## config.mk

```make
export PLATFORM = sky130hd
export DESIGN_NAME = decode_execute_reg_flat
export DESIGN_NICKNAME = d
export VERILOG_FILES = /design/src/rtl/decode_execute_reg_if.sv /design/src/rtl/decode_execute_reg.sv /design/src/flat_wrapper.sv
export SDC_FILE = /design/constraint.sdc
export NUM_CORES = 1
export LEC_CHECK = 0
export CORE_MARGIN = 2
export CORE_UTILIZATION = 38
export CTS_CLUSTER_SIZE = 40
export DETAILED_ROUTE_END_ITERATION = 6
export PLACE_DENSITY = 0.88
export SLEW_MARGIN = 25
export SYNTH_ARGS = -nofsm -noshare
export SYNTH_HDL_FRONTEND = slang
export SYNTH_SLANG_ARGS = --single-unit
```

## constraint.sdc

```tcl
create_clock -name clk -period 1.8 [get_ports clk]
set_input_delay 0.18 -clock clk [delete_from_list [all_inputs] [get_ports clk]]
set_output_delay 0.18 -clock clk [all_outputs]
set_load 0.02 [all_outputs]
```

## src/rtl/decode_execute_reg_if.sv

```systemverilog
// Purpose: decode-side inputs and execute-side outputs of the D/E pipeline register.
// Latency: none (wiring only); the register module adds one cycle from D to E.
// Backpressure: none here; stall and flush travel as scalar ports on the register module.
interface decode_execute_reg_if #(parameter int W = 32);
  // Decode-stage fields
  logic         validD;
  logic         RegWriteD, MemWriteD, MemtoRegD, BranchD, ALUSrcD;
  logic [1:0]   ALUControlD;
  logic [1:0]   FlagWriteD;
  logic [3:0]   CondD;
  logic [W-1:0] rd1D, rd2D, ExtImmD;
  logic [3:0]   ra1D, ra2D, wa3D;
  // Execute-stage copies
  logic         validE;
  logic         RegWriteE, MemWriteE, MemtoRegE, BranchE, ALUSrcE;
  logic [1:0]   ALUControlE;
  logic [1:0]   FlagWriteE;
  logic [3:0]   CondE;
  logic [W-1:0] rd1E, rd2E, ExtImmE;
  logic [3:0]   ra1E, ra2E, wa3E;

  // Decode stage drives D fields and observes E fields
  modport master (
    output validD, RegWriteD, MemWriteD, MemtoRegD, BranchD, ALUSrcD,
           ALUControlD, FlagWriteD, CondD, rd1D, rd2D, ExtImmD, ra1D, ra2D, wa3D,
    input  validE, RegWriteE, MemWriteE, MemtoRegE, BranchE, ALUSrcE,
           ALUControlE, FlagWriteE, CondE, rd1E, rd2E, ExtImmE, ra1E, ra2E, wa3E
  );

  // Pipeline register consumes D fields and drives E fields
  modport slave (
    input  validD, RegWriteD, MemWriteD, MemtoRegD, BranchD, ALUSrcD,
           ALUControlD, FlagWriteD, CondD, rd1D, rd2D, ExtImmD, ra1D, ra2D, wa3D,
    output validE, RegWriteE, MemWriteE, MemtoRegE, BranchE, ALUSrcE,
           ALUControlE, FlagWriteE, CondE, rd1E, rd2E, ExtImmE, ra1E, ra2E, wa3E
  );
endinterface

```

## src/rtl/decode_execute_reg.sv

```systemverilog
// Purpose: decode->execute pipeline register with bubble insertion and a saturating bubble counter.
// Latency: one cycle; every output comes straight from a flop.
// Backpressure: stallE holds E; any flush loads an all-zero bubble and overrides stallE.
module decode_execute_reg #(
  parameter int W     = 32,
  parameter int CNT_W = 16
) (
  input  logic             clk,
  input  logic             rst_n,
  input  logic             flushE,
  input  logic             branch_flushE,
  input  logic             stallE,
  input  logic             cnt_clr,
  decode_execute_reg_if.slave bus,
  output logic [CNT_W-1:0] bubble_cnt
);

  typedef struct packed {
    logic         valid;
    logic         reg_write;
    logic         mem_write;
    logic         memto_reg;
    logic         branch;
    logic         alu_src;
    logic [1:0]   alu_control;
    logic [1:0]   flag_write;
    logic [3:0]   cond;
    logic [W-1:0] rd1;
    logic [W-1:0] rd2;
    logic [W-1:0] ext_imm;
    logic [3:0]   ra1;
    logic [3:0]   ra2;
    logic [3:0]   wa3;
  } stage_t;

  stage_t           stage_d, stage_q, dec_in;
  logic [CNT_W-1:0] cnt_d, cnt_q;
  logic             bubble;

  assign bubble = flushE | branch_flushE;

  // Gather the decode fields into one record
  always_comb begin
    dec_in             = '0;
    dec_in.valid       = bus.validD;
    dec_in.reg_write   = bus.RegWriteD;
    dec_in.mem_write   = bus.MemWriteD;
    dec_in.memto_reg   = bus.MemtoRegD;
    dec_in.branch      = bus.BranchD;
    dec_in.alu_src     = bus.ALUSrcD;
    dec_in.alu_control = bus.ALUControlD;
    dec_in.flag_write  = bus.FlagWriteD;
    dec_in.cond        = bus.CondD;
    dec_in.rd1         = bus.rd1D;
    dec_in.rd2         = bus.rd2D;
    dec_in.ext_imm     = bus.ExtImmD;
    dec_in.ra1         = bus.ra1D;
    dec_in.ra2         = bus.ra2D;
    dec_in.wa3         = bus.wa3D;
  end

  // Next E contents: a zero bubble beats stall, stall beats load
  always_comb begin
    stage_d = stage_q;
    if (bubble) begin
      stage_d = '0;
    end else if (!stallE) begin
      stage_d = dec_in;
    end
  end

  // Bubble counter: clear wins, otherwise one count per flushing edge, saturating
  always_comb begin
    cnt_d = cnt_q;
    if (cnt_clr) begin
      cnt_d = '0;
    end else if (bubble && (cnt_q != {CNT_W{1'b1}})) begin
      cnt_d = cnt_q + 1'b1;
    end
  end

  // State registers, cleared asynchronously
  always_ff @(posedge clk or negedge rst_n) begin
    if (!rst_n) begin
      stage_q <= '0;
      cnt_q   <= '0;
    end else begin
      stage_q <= stage_d;
      cnt_q   <= cnt_d;
    end
  end

  assign bus.validE      = stage_q.valid;
  assign bus.RegWriteE   = stage_q.reg_write;
  assign bus.MemWriteE   = stage_q.mem_write;
  assign bus.MemtoRegE   = stage_q.memto_reg;
  assign bus.BranchE     = stage_q.branch;
  assign bus.ALUSrcE     = stage_q.alu_src;
  assign bus.ALUControlE = stage_q.alu_control;
  assign bus.FlagWriteE  = stage_q.flag_write;
  assign bus.CondE       = stage_q.cond;
  assign bus.rd1E        = stage_q.rd1;
  assign bus.rd2E        = stage_q.rd2;
  assign bus.ExtImmE     = stage_q.ext_imm;
  assign bus.ra1E        = stage_q.ra1;
  assign bus.ra2E        = stage_q.ra2;
  assign bus.wa3E        = stage_q.wa3;
  assign bubble_cnt      = cnt_q;

endmodule

```

## src/flat_wrapper.sv

```systemverilog
// flat-port wrapper written by rule: the top's interface ports become plain ports
module decode_execute_reg_flat 
#(
  parameter int W     = 32,
  parameter int CNT_W = 16
)
  (clk, rst_n, flushE, branch_flushE, stallE, cnt_clr, bubble_cnt, bus_validD, bus_RegWriteD, bus_MemWriteD, bus_MemtoRegD, bus_BranchD, bus_ALUSrcD, bus_ALUControlD, bus_FlagWriteD, bus_CondD, bus_rd1D, bus_rd2D, bus_ExtImmD, bus_ra1D, bus_ra2D, bus_wa3D, bus_validE, bus_RegWriteE, bus_MemWriteE, bus_MemtoRegE, bus_BranchE, bus_ALUSrcE, bus_ALUControlE, bus_FlagWriteE, bus_CondE, bus_rd1E, bus_rd2E, bus_ExtImmE, bus_ra1E, bus_ra2E, bus_wa3E);
  decode_execute_reg_if #(.W(W)) bus_i ();
  input  logic clk;
  input  logic rst_n;
  input  logic flushE;
  input  logic branch_flushE;
  input  logic stallE;
  input  logic cnt_clr;
  output logic [CNT_W-1:0] bubble_cnt;
  input wire logic [$bits(bus_i.validD)-1:0] bus_validD;
  input wire logic [$bits(bus_i.RegWriteD)-1:0] bus_RegWriteD;
  input wire logic [$bits(bus_i.MemWriteD)-1:0] bus_MemWriteD;
  input wire logic [$bits(bus_i.MemtoRegD)-1:0] bus_MemtoRegD;
  input wire logic [$bits(bus_i.BranchD)-1:0] bus_BranchD;
  input wire logic [$bits(bus_i.ALUSrcD)-1:0] bus_ALUSrcD;
  input wire logic [$bits(bus_i.ALUControlD)-1:0] bus_ALUControlD;
  input wire logic [$bits(bus_i.FlagWriteD)-1:0] bus_FlagWriteD;
  input wire logic [$bits(bus_i.CondD)-1:0] bus_CondD;
  input wire logic [$bits(bus_i.rd1D)-1:0] bus_rd1D;
  input wire logic [$bits(bus_i.rd2D)-1:0] bus_rd2D;
  input wire logic [$bits(bus_i.ExtImmD)-1:0] bus_ExtImmD;
  input wire logic [$bits(bus_i.ra1D)-1:0] bus_ra1D;
  input wire logic [$bits(bus_i.ra2D)-1:0] bus_ra2D;
  input wire logic [$bits(bus_i.wa3D)-1:0] bus_wa3D;
  output wire logic [$bits(bus_i.validE)-1:0] bus_validE;
  output wire logic [$bits(bus_i.RegWriteE)-1:0] bus_RegWriteE;
  output wire logic [$bits(bus_i.MemWriteE)-1:0] bus_MemWriteE;
  output wire logic [$bits(bus_i.MemtoRegE)-1:0] bus_MemtoRegE;
  output wire logic [$bits(bus_i.BranchE)-1:0] bus_BranchE;
  output wire logic [$bits(bus_i.ALUSrcE)-1:0] bus_ALUSrcE;
  output wire logic [$bits(bus_i.ALUControlE)-1:0] bus_ALUControlE;
  output wire logic [$bits(bus_i.FlagWriteE)-1:0] bus_FlagWriteE;
  output wire logic [$bits(bus_i.CondE)-1:0] bus_CondE;
  output wire logic [$bits(bus_i.rd1E)-1:0] bus_rd1E;
  output wire logic [$bits(bus_i.rd2E)-1:0] bus_rd2E;
  output wire logic [$bits(bus_i.ExtImmE)-1:0] bus_ExtImmE;
  output wire logic [$bits(bus_i.ra1E)-1:0] bus_ra1E;
  output wire logic [$bits(bus_i.ra2E)-1:0] bus_ra2E;
  output wire logic [$bits(bus_i.wa3E)-1:0] bus_wa3E;
  assign bus_i.validD = bus_validD;
  assign bus_i.RegWriteD = bus_RegWriteD;
  assign bus_i.MemWriteD = bus_MemWriteD;
  assign bus_i.MemtoRegD = bus_MemtoRegD;
  assign bus_i.BranchD = bus_BranchD;
  assign bus_i.ALUSrcD = bus_ALUSrcD;
  assign bus_i.ALUControlD = bus_ALUControlD;
  assign bus_i.FlagWriteD = bus_FlagWriteD;
  assign bus_i.CondD = bus_CondD;
  assign bus_i.rd1D = bus_rd1D;
  assign bus_i.rd2D = bus_rd2D;
  assign bus_i.ExtImmD = bus_ExtImmD;
  assign bus_i.ra1D = bus_ra1D;
  assign bus_i.ra2D = bus_ra2D;
  assign bus_i.wa3D = bus_wa3D;
  assign bus_validE = bus_i.validE;
  assign bus_RegWriteE = bus_i.RegWriteE;
  assign bus_MemWriteE = bus_i.MemWriteE;
  assign bus_MemtoRegE = bus_i.MemtoRegE;
  assign bus_BranchE = bus_i.BranchE;
  assign bus_ALUSrcE = bus_i.ALUSrcE;
  assign bus_ALUControlE = bus_i.ALUControlE;
  assign bus_FlagWriteE = bus_i.FlagWriteE;
  assign bus_CondE = bus_i.CondE;
  assign bus_rd1E = bus_i.rd1E;
  assign bus_rd2E = bus_i.rd2E;
  assign bus_ExtImmE = bus_i.ExtImmE;
  assign bus_ra1E = bus_i.ra1E;
  assign bus_ra2E = bus_i.ra2E;
  assign bus_wa3E = bus_i.wa3E;
  decode_execute_reg #(.W(W), .CNT_W(CNT_W)) u_core (.clk(clk), .rst_n(rst_n), .flushE(flushE), .branch_flushE(branch_flushE), .stallE(stallE), .cnt_clr(cnt_clr), .bus(bus_i), .bubble_cnt(bubble_cnt));
endmodule
```

-- Word-level counts from Yosys, hierarchy flattened
Index checks and enable logic that the tools add are counted.
- output and inout bits: 138
- bits in registers: 138
- reduce and logical (&&, ||, !) cells: 2
- bitwise operators: 1
- equality and inequality tests: 2
- mux-type cells: 4
- add/subtract/negate cells: 1
- operators by type and width (cell ; number):
    $mux 122 ; 2
    $mux 16 ; 2
    $add 16x1->16 const B ; 1
    $ne 16x16->1 const B ; 1
    $ne 2x1->1 const B ; 1
    $reduce_bool 2->1 ; 1
    $logic_and 1x1->1 ; 1
    $or 1x1->1 ; 1

-- Logic depth before layout (Yosys ltp)
- word-level depth: 4
- depth in mapped cells: 7

-- Least setup slack after synthesis
OpenSTA, ideal clock, no wires.
- path type: flip-flop to flip-flop
- start point: reg u_core.cnt_q[0] (netlist: u_core.bubble_cnt[0])
- end point: reg u_core.cnt_q[15] (netlist: u_core.bubble_cnt[15])
- data arrival time: 1.702 ns
- buffers on the path: 1
- setup time: 0.125 ns
- setup slack: -0.027 ns
- cell stages (with the launch flop): 7
- required time: 1.675 ns
- period minus slack after synthesis: 1.827 ns
- cells stage by stage: dfrtp_1 -> ha_1 -> nand4_2 -> nor4_4 -> buf_6 -> nor4b_4 -> mux2_4
- word-level cells in the longest chain between the ends: 3
- ends and longest elaborated chain (what ; line ; text):
    start, declared ; decode_execute_reg.sv:37 ; logic [CNT_W-1:0] cnt_d, cnt_q;
    start signal, assigned ; decode_execute_reg.sv:89 ; cnt_q <= cnt_d;
    $add 16x1->16 / $ne 16x16->1 (equally long branches) ; decode_execute_reg.sv:78, decode_execute_reg.sv:77 ;
    $mux 16 / $logic_and 1x1->1 (equally long branches) ; decode_execute_reg.sv:77 ; end else if (bubble && (cnt_q != {CNT_W{1'b1}})) begin
    $mux 16 / $reduce_bool 2->1 (equally long branches) ; -- ;
Several ways; a longest one is shown, not always the timed one. The select of a mux whose other input is x is not followed.
A chain may end at the register's enable or synchronous reset.

-- Final worst setup path
- start point: reg u_core.cnt_q[0] (netlist: u_core.bubble_cnt[0])
- end point: reg u_core.cnt_q[3] (netlist: u_core.bubble_cnt[3])
The elaborated chain is that of the path after synthesis.

==> results.md <==
- Outcome: finished, final reports clean
- DRC: 0
- Syn. warnings: 0
- Min-Delay Path Class: input port to flip-flop
- Area Overhead vs Synth: 61.0%
- Drt wl/cell: approximately 17 um
- Clk_lat worst skew: 0.41 ns
- Total Routed Length: 16.2 mm
- Worst hold path depth: 3
- CTS tree: built
- R2r startpoint: u_core.bubble_cnt[0]
- Clk root buf: clkbuf_16
- Die Y: 128 um
- GRT overflow: 0
- Compound-Gate Fraction of Synth Area: 0.0376
- Peak supply drop: 0.000590 V
- Avg Cell Area, Syn: 12.0 um2
- Largest net degree at the start of global routing: 85
- Mux cell area share after synthesis: 0.211
- Synth unique cells: 35
- Drt first-iter violations: 204
- Crit path arrival time: 2.10 ns
- H-tree depth: 4
- WHS Endpoint: u_core.bus.BranchE
- RePlAce Congestion: 0.789
- Initial Utilization: 0.387
- Met1 Resource Use GR: 0.234
- Critical-path top delay cell: or4_1
- Final worst slack: 0.0419 ns
- Core Rows: 45
- Clk slew on worst S/H paths: 0.06 ns
- Fin crit period: 1.76 ns
- Simple-gate share of the synthesized area: 0.132
- Buf+Inv Stages, Crit Path: 1
- 1st-pass router iterations: 4
- Fin util: 0.623
- CP top delay family: simple AND/OR/NAND/NOR gates
- Initial antenna violation count: 0
- Vias: between 4000 and 5000
- Area of the mapped netlist: 5860 um2
- CP Class: flip-flop to flip-flop
- Tot Pwr: slightly below 8 mW
- HP Start: stallE
- R2r endpoint: u_core.bubble_cnt[3]
- Pre-CTS WS: -0.0520 ns
- GRT Util Overall: 0.200
- Clock Sinks: 138
- TritonCTS Buffers: 17
- Crit end category: flip-flop
- IO buf count: 265
- Reg2Reg Depth: 6
- Worst slew pin tran: 0.561 ns
- Post-Syn Instances: just under 500
- Worst Path Max Fanout: 12
- Met2 global-route usage: 0.344
- # nets final: 893
- Post-synthesis sequential area ratio: 0.590
- Post-synth top flop: dfrtp_1
- PD cells: 815 nW/um2
- Most frequent cells in the layout: 261 x clkdlybuf4s50_1, 136 x dfrtp_1, 124 x nor2_1, 122 x mux2i_1, 17 x clkbuf_16
- Fmax: 0.569 GHz
- Vias in the first global route: ~5000
- Hold Vio Cnt, Final: 0
- Detailed-placement wirelength estimate: 11.4 mm
- RSZ-0062 raised after global routing: yes
- Max-slew headroom at the worst pin: 0.625
- XOR/XNOR Fraction of Synth Area: 0
- First-pass GRT wire length: 25.6 mm
- CTS max path bufs: 2
- Die width: 128 um
- DRT antenna net count: 0
- Max Cap Violations: 0
- P_leak: 4.33 nW
- Commonest non-fill, non-tap cell in the layout: clkdlybuf4s50_1
- Final Skew: 0.00752 ns
- Final slew viol count: 0
- Met3 usage: 0.0518
- Reg2reg setup slack: 0.04 ns
- Yosys reg bits: about 140
- Global route hottest layer: met2
- Fillers: 1164
- I/O pin count: 266
- Post-synthesis adder-cell area fraction: 0.00214
- Critical Path RT: 2.14 ns
- Final setup viols: 0
- Tcrit/Tclk final: 0.977
- Worst hold slack: 0.241 ns
- Die Area: 16400 um2
- Placeable Area: between 15000 and 20000 um2
- EDFF count, synth: 0
- Setup crit start kind: flip-flop
- FFs w/ async S/R, synth: 1.00
- Via/cell ratio: between 4 and 5
- Slowest cell delay on critical path: approximately 0.48 ns
- Fraction of layout cells with a size suffix above 1: 0.0940
- Largest family of logic cells by synthesized area: multiplexers
- # diodes: 0
- Syn_nets: 619
- Critical Path, Cell by Cell: ha_1 > nand4_2 > nor4_4 > buf_4 > or4_1 > a21oi_1
==> per-layer routing <==
metal	part of all wire	wire, um
met5	0	0
met4	0.029	474
met1	0.40	6420
met3	0.059	948
met2	0.51	8310
==> worst register-to-register path: cells and delay by family, from the launching register on <==
family | cells | cell delay [ns]
DFF | 1 | 0.43
and+or+nand+nor | 3 | 0.69
buffers and inverters | 1 | 0.18
adders and majority gates | 1 | 0.23
AOI/OAI and AO/OA | 1 | 0.16
==> per-stage QoR <==
step	TNS (ns)	std cells	instance area (um2)
5_1_grt	-0.0404	965	9430
3_3_place_gp	-0.0198	931	8810
3_5_place_dp	-0.140	931	8810
4_1_cts	0	964	9400
6_report	0	965	9430
2_1_floorplan	0	490	5860
==> power by group <==
| part | internal [mW] | switching (mW) |
|---|---|---|
| Clock | 2.10 | 1.30 |
| Sequential | 3.19 | 0.0543 |
| Combinational | 0.569 | 0.467 |
| Total | 5.86 | 1.82 |
==> synthesized netlist by cell type, types with 2 or more instances <==
| cell type | count | area [um2] |
|---|---|---|
| a21oi_1 | 10 | 50.1 |
| buf_2 | 12 | 60.1 |
| buf_1 | 5 | 18.8 |
| or4_1 | 7 | 52.6 |
| or3_1 | 7 | 43.8 |
| a21oi_2 | 5 | 43.8 |
| o31ai_1 | 7 | 52.6 |
| inv_1 | 2 | 7.51 |
| mux2i_1 | 122 | 1220 |
| o21ai_0 | 4 | 20.0 |
| dfrtp_1 | 138 | 3450 |
| nand4_4 | 2 | 42.5 |
| nor2_1 | 124 | 465 |
| nand2_1 | 4 | 15.0 |
| nand3_1 | 5 | 25.0 |
| clkbuf_1 | 13 | 48.8 |
| and4_1 | 2 | 17.5 |
| o21ai_1 | 4 | 20.0 |
==> area by class of cell <==
cell class                 count  area [um2]  area share
tap                          188         235      0.0249
sequential                   138        3460       0.367
multi-input combinational    318        2260       0.240
inverter                       2        7.51    0.000796
clock buffer                  20         457      0.0484
timing repair buffer         287        2890       0.307
clock inverter                12         124      0.0131
==> cell families after synthesis <==
logic type,count (synthesis)
mux,123
simple gates,162
flops,138
fa+ha+maj,1
compound gates,32
buf+inv,34
==> repair_timing <==
action	4_1_cts	5_1_grt
hold buffers	1	0
endpoints found under the hold margin	49	0
endpoints found under the setup margin	1	8
gates resized for setup	1	4
pin swaps	0	2
setup buffers	0	1
==> worst max-delay path by stage <==
stage / start / end / cells after the start
2_1_floorplan: u_core.bubble_cnt[0] / u_core.bubble_cnt[15] / 6
4_1_cts: u_core.bubble_cnt[0] / u_core.bubble_cnt[15] / 6
6_report: u_core.bubble_cnt[0] / u_core.bubble_cnt[3] / 6
5_1_grt: u_core.bubble_cnt[5] / u_core.bubble_cnt[8] / 5
3_5_place_dp: branch_flushE / u_core.bubble_cnt[13] / 5
3_3_place_gp: branch_flushE / u_core.bubble_cnt[13] / 5
==> registers in the layout, summed over array words and instances (netlist names), 4 cells and up <==
| register | cells |
|---|---|
| u_core.bubble_cnt | 16 |
| u_core.bus.rd1E | 32 |
| u_core.bus.ra1E | 4 |
| u_core.bus.ExtImmE | 32 |
| u_core.bus.CondE | 4 |
| u_core.bus.ra2E | 4 |
| u_core.bus.wa3E | 4 |
| u_core.bus.rd2E | 32 |
No activity file was read; power rests on OpenSTA's default activity.
